==> config.mk <==
export PLATFORM = sky130hd
export DESIGN_NAME = serial_adder
export DESIGN_NICKNAME = d
export VERILOG_FILES = /design/src/rtl/serial_adder.sv
export SDC_FILE = /design/constraint.sdc
export NUM_CORES = 1
export LEC_CHECK = 0
export ABC_CLOCK_PERIOD_IN_PS = 3800
export CAP_MARGIN = 20
export CORE_UTILIZATION = 44
export DETAILED_ROUTE_END_ITERATION = 7
export PLACE_DENSITY = 0.71
export SLEW_MARGIN = 40
export SYNTH_ARGS = -nofsm -noshare
export SYNTH_HDL_FRONTEND = slang
export SYNTH_SLANG_ARGS = --single-unit
==> constraint.sdc <==
create_clock -name clk -period 3.8 [get_ports clk]
set_clock_uncertainty 0.1 [all_clocks]
set_input_delay 0.57 -clock clk [delete_from_list [all_inputs] [get_ports clk]]
set_output_delay 0.57 -clock clk [all_outputs]
set_load 0.03 [all_outputs]
==> src/rtl/serial_adder.sv <==
`default_nettype none
// ============================================================================
//  Module      : serial_adder
//  Description : Bit-serial two's-complement adder/subtractor. One full-adder
//                cell and a carry flip-flop produce one result bit per clock,
//                LSB first. Start/busy/done handshake; sum, carry-out and
//                signed overflow are held until the next result completes.
//  Revision    : 1.0 - initial release
// ============================================================================
module serial_adder #(
    parameter int WIDTH = 8
) (
    input  logic             clk,
    input  logic             rst,
    input  logic             start,
    input  logic             sub,
    input  logic [WIDTH-1:0] a,
    input  logic [WIDTH-1:0] b,
    output logic             busy,
    output logic             done,
    output logic [WIDTH-1:0] sum,
    output logic             cout,
    output logic             ovf
);

    // Counter must hold 0..WIDTH-1; derived here so it cannot be overridden.
    localparam int CNT_W = $clog2(WIDTH + 1);
    localparam logic [CNT_W-1:0] c_last_bit = CNT_W'(WIDTH - 1);

    typedef enum logic [1:0] {
        ST_IDLE = 2'd0,
        ST_RUN  = 2'd1,
        ST_DONE = 2'd2
    } state_t;

    state_t           r_state;
    logic [WIDTH-1:0] r_op_a;
    logic [WIDTH-1:0] r_op_b;
    // Only the upper WIDTH-1 result bits need storage: the final bit is
    // produced combinationally on the last RUN cycle and goes straight to sum.
    logic [WIDTH-2:0] r_res;
    logic [CNT_W-1:0] r_cnt;
    logic             r_carry;

    logic             w_sum_bit;
    logic             w_carry_nxt;
    logic [WIDTH-1:0] w_res_nxt;

    // Single full-adder cell operating on the current LSBs.
    assign w_sum_bit   = r_op_a[0] ^ r_op_b[0] ^ r_carry;
    assign w_carry_nxt = (r_op_a[0] & r_op_b[0]) |
                         (r_op_a[0] & r_carry)   |
                         (r_op_b[0] & r_carry);
    assign w_res_nxt   = {w_sum_bit, r_res};

    // Control FSM, serial datapath and registered outputs.
    always_ff @(posedge clk) begin
        if (rst) begin
            r_state <= ST_IDLE;
            r_op_a  <= '0;
            r_op_b  <= '0;
            r_res   <= '0;
            r_cnt   <= '0;
            r_carry <= 1'b0;
            busy    <= 1'b0;
            done    <= 1'b0;
            sum     <= '0;
            cout    <= 1'b0;
            ovf     <= 1'b0;
        end else begin
            done <= 1'b0;
            case (r_state)
                ST_IDLE, ST_DONE: begin
                    if (start) begin
                        // Subtraction is a + ~b + 1: invert B, seed carry with 1.
                        r_op_a  <= a;
                        r_op_b  <= sub ? ~b : b;
                        r_carry <= sub;
                        r_cnt   <= '0;
                        busy    <= 1'b1;
                        r_state <= ST_RUN;
                    end else begin
                        r_state <= ST_IDLE;
                    end
                end
                ST_RUN: begin
                    r_op_a  <= {1'b0, r_op_a[WIDTH-1:1]};
                    r_op_b  <= {1'b0, r_op_b[WIDTH-1:1]};
                    r_res   <= w_res_nxt[WIDTH-1:1];
                    r_carry <= w_carry_nxt;
                    r_cnt   <= r_cnt + 1'b1;
                    if (r_cnt == c_last_bit) begin
                        // r_carry is the carry into the MSB on this cycle.
                        sum     <= w_res_nxt;
                        cout    <= w_carry_nxt;
                        ovf     <= r_carry ^ w_carry_nxt;
                        done    <= 1'b1;
                        busy    <= 1'b0;
                        r_state <= ST_DONE;
                    end
                end
                default: begin
                    busy    <= 1'b0;
                    r_state <= ST_IDLE;
                end
            endcase
        end
    end

endmodule
`default_nettype wire

==> flow_metrics.py <==
metrics = {
    "drt": {
        "drt_first_pass_iters": 4,
        "initialDrtViolationCount": 90,
        "vias": 1497,
        "final_antenna_net_count": 0,
        "routedWlPerCell_um": 12.86,
        "post-route-drc-count": 0,
        "totalWireLength_um": 3498,
        "vias_per_cell": 5.504,
    },
    "global_routing": {
        "grt_max_degree": 40,
        "grt_pass1_wl_um": 5733,
        "grt.total_usage": 0.1724,
        "first_global_vias": 1290,
        "antenna_found_initial": 0,
        "grt-ovfl-total": 0,
    },
    "sta": {
        "period_needed_ps": 2097,
        "tightest_slew_ps": 757.2,
        "finalSetupTns_ps": 0,
        "holdWs_ps": 368.8,
        "relSlewSlack": 0.4952,
        "finalHoldViolCount": 0,
        "setup_violations": 0,
        "finalCritPeriodShare": 0.5519,
        "grt_setup_unrepaired": "no",
        "fmax_mhz": 476.8,
        "drv_slew": 0,
    },
    "placement": {
        "dp_hpwl_um": 2170,
        "place_area_um2": 2110,
        "place_congestion": 0.7188,
        "port_buffers": 31,
    },
    "worst_setup_path": {
        "cp-start-kind": "primary input",
        "worst_ep_required_time_ps": 3880,
        "critPathKind": "in -> reg",
        "cp_max_fo": 39,
        "crit_path_end_kind": "register",
        "worst_ep_arrival_time_ps": 2170,
    },
    "layout": {
        "num_antenna_cells": 0,
        "layout-drive-gt1-share": 0.06757,
        "final_area_um2": 2193,
        "final_common_cell": "dfxtp_1",
        "final_nets": 245,
        "fill_cells": 397,
        "final_cell_mix": "dfxtp_1 (42), a21oi_1 (39), clkdlybuf4s50_1 (31), nand3_1 (19), nand2_1 (17)",
        "syn2layout_area_growth_pct": 18.29,
    },
    "synthesis": {
        "synth_top_area_cell": "dfxtp_1",
        "ys_seq_area_frac": 0.4534,
        "synth.avg_cell_area_um2": 9.180,
        "synth_ff_type": "dfxtp_1",
        "synthCells": 202,
        "ys_types": 27,
        "ys_seq_elements": 42,
        "yosysWarningCount": 0,
        "syn_area_um2": 1854,
        "ys_async_sr_fraction": 0,
        "synth_edf_count": 0,
        "synth_area_leaders": "dfxtp_1 (45%), a21oi_1 (11%), a22oi_1 (6.1%), nand3_1 (5.1%), nand2b_1 (4.4%)",
        "yosys.area.top_type_share": 0.4534,
        "syn_nets": 224,
    },
    "clock_network": {
        "path_clk_slew_ps": 70,
        "clockBufferDepth": 2,
        "postCtsHoldBufs": 0,
        "clock-sinks": 42,
        "htreeDepth": 2,
        "clkLatencyLatePin_ps": 290,
        "clockRootBuffer": "clkbuf_8",
        "cts_buffers": 5,
        "cts_tree": "built",
        "post_cts_buffers": 0,
        "post_cts_resized": 0,
    },
    "floorplanning": {
        "die_x_um": 66.92,
        "rows": 23,
        "core-area_um2": 4029,
        "start_util": 0.4602,
        "die_h_um": 66.92,
        "io_pins": 32,
        "die_area_um2": 4478,
    },
    "min_path": {
        "hold_class": "reg -> reg",
    },
    "status": {
        "status": "finished, final reports clean",
    },
    "power_and_ir_drop": {
        "power_per_cell_area_nw_per_um2": 386.7,
        "p_leak_nw": 0.8079,
        "ir_drop_mv": 0.2302,
    },
    "job": {
        "drv_cap": 0,
    },
}
## flip-flops by register name, indices dropped and copies added (netlist names)
signal and flops:
busy 1, r_carry 1, r_op_b 8, r_state 2
r_cnt 4, cout 1, ovf 1, r_op_a 8
sum 8, done 1, r_res 7
## final cells by class
type	count	area, um^2	area share
Clock buffer	6	82.58	0.03765
Inverter	1	3.754	0.001711
Timing Repair Buffer	33	325.3	0.1483
Sequential cell	42	840.8	0.3833
Tap cell	50	62.56	0.02852
Multi-Input combinational cell	140	878.3	0.4005
## worst paths after layout
path / start / endpoint / slack [ps] / cells past startpoint
worst min-delay path: r_op_a[1]$_SDFFE_PP0P_ / r_op_a[1]$_SDFFE_PP0P_ / 370 / 2
worst max-delay path: rst / r_cnt[3]$_SDFFE_PP0P_ / 1700 / 5
worst min register to register: r_op_a[1]$_SDFFE_PP0P_ / r_op_a[1]$_SDFFE_PP0P_ / 370 / 2
worst max register to register: r_cnt[0]$_SDFFE_PP0P_ / sum[7]$_SDFFE_PP0P_ / 2090 / 4
## where the power goes
group	internal [W]	total, W	switching [W]	leakage [nW]
logic	0.0000464	0.000101	0.0000547	0.423
registers	0.000458	0.000469	0.0000116	0.342
clock network	0.000140	0.000278	0.000138	0.0431
## synthesized netlist by cell type, types with 3 or more instances
cell type,count
buf_6,5
buf_2,9
nand3_1,19
and3_1,3
nand2b_1,13
nand2_1,17
xor2_1,8
dfxtp_1,42
a21oi_1,39
a22oi_1,15
a31o_1,9
buf_4,4
## stage by stage
step | power, W | setup WS, ps | utilization | instances
detailed placement | 0.0005808 | 1399 | 0.5236 | 266
global route | 0.0008860 | 1654 | 0.5444 | 272
finish | 0.0008482 | 1703 | 0.5444 | 272
global placement | 0.0005795 | 1426 | 0.5230 | 266
floorplan | 0.0005536 | 2358 | - | 202
CTS | 0.0008577 | 1708 | 0.5441 | 272
## critical path: stages
cell	delay, ps
clkdlybuf4s50_1	460
buf_4	350
inv_1	290
and3_1	250
mux2_4	250
## cells by family after synthesis
group                    Yosys count  synth area share
flip-flops                        42            0.4534
adder cells (fa/ha/maj)            2           0.01754
XOR/XNOR                           9           0.04251
multiplexers                       2           0.01619
buffers and inverters             20           0.07489
AND/OR/NAND/NOR                   61            0.1748
AO/OA/AOI/OAI                     66            0.2207
## layer usage
layer  up-vias  wire, um  GRT usage
li1        748         -          -
met1       703      1673     0.2042
met2        39      1596     0.2866
met3         7       169    0.05137
met4         0        58    0.07181
met5         -         0          0
No activity file was read; power rests on OpenSTA's default activity.
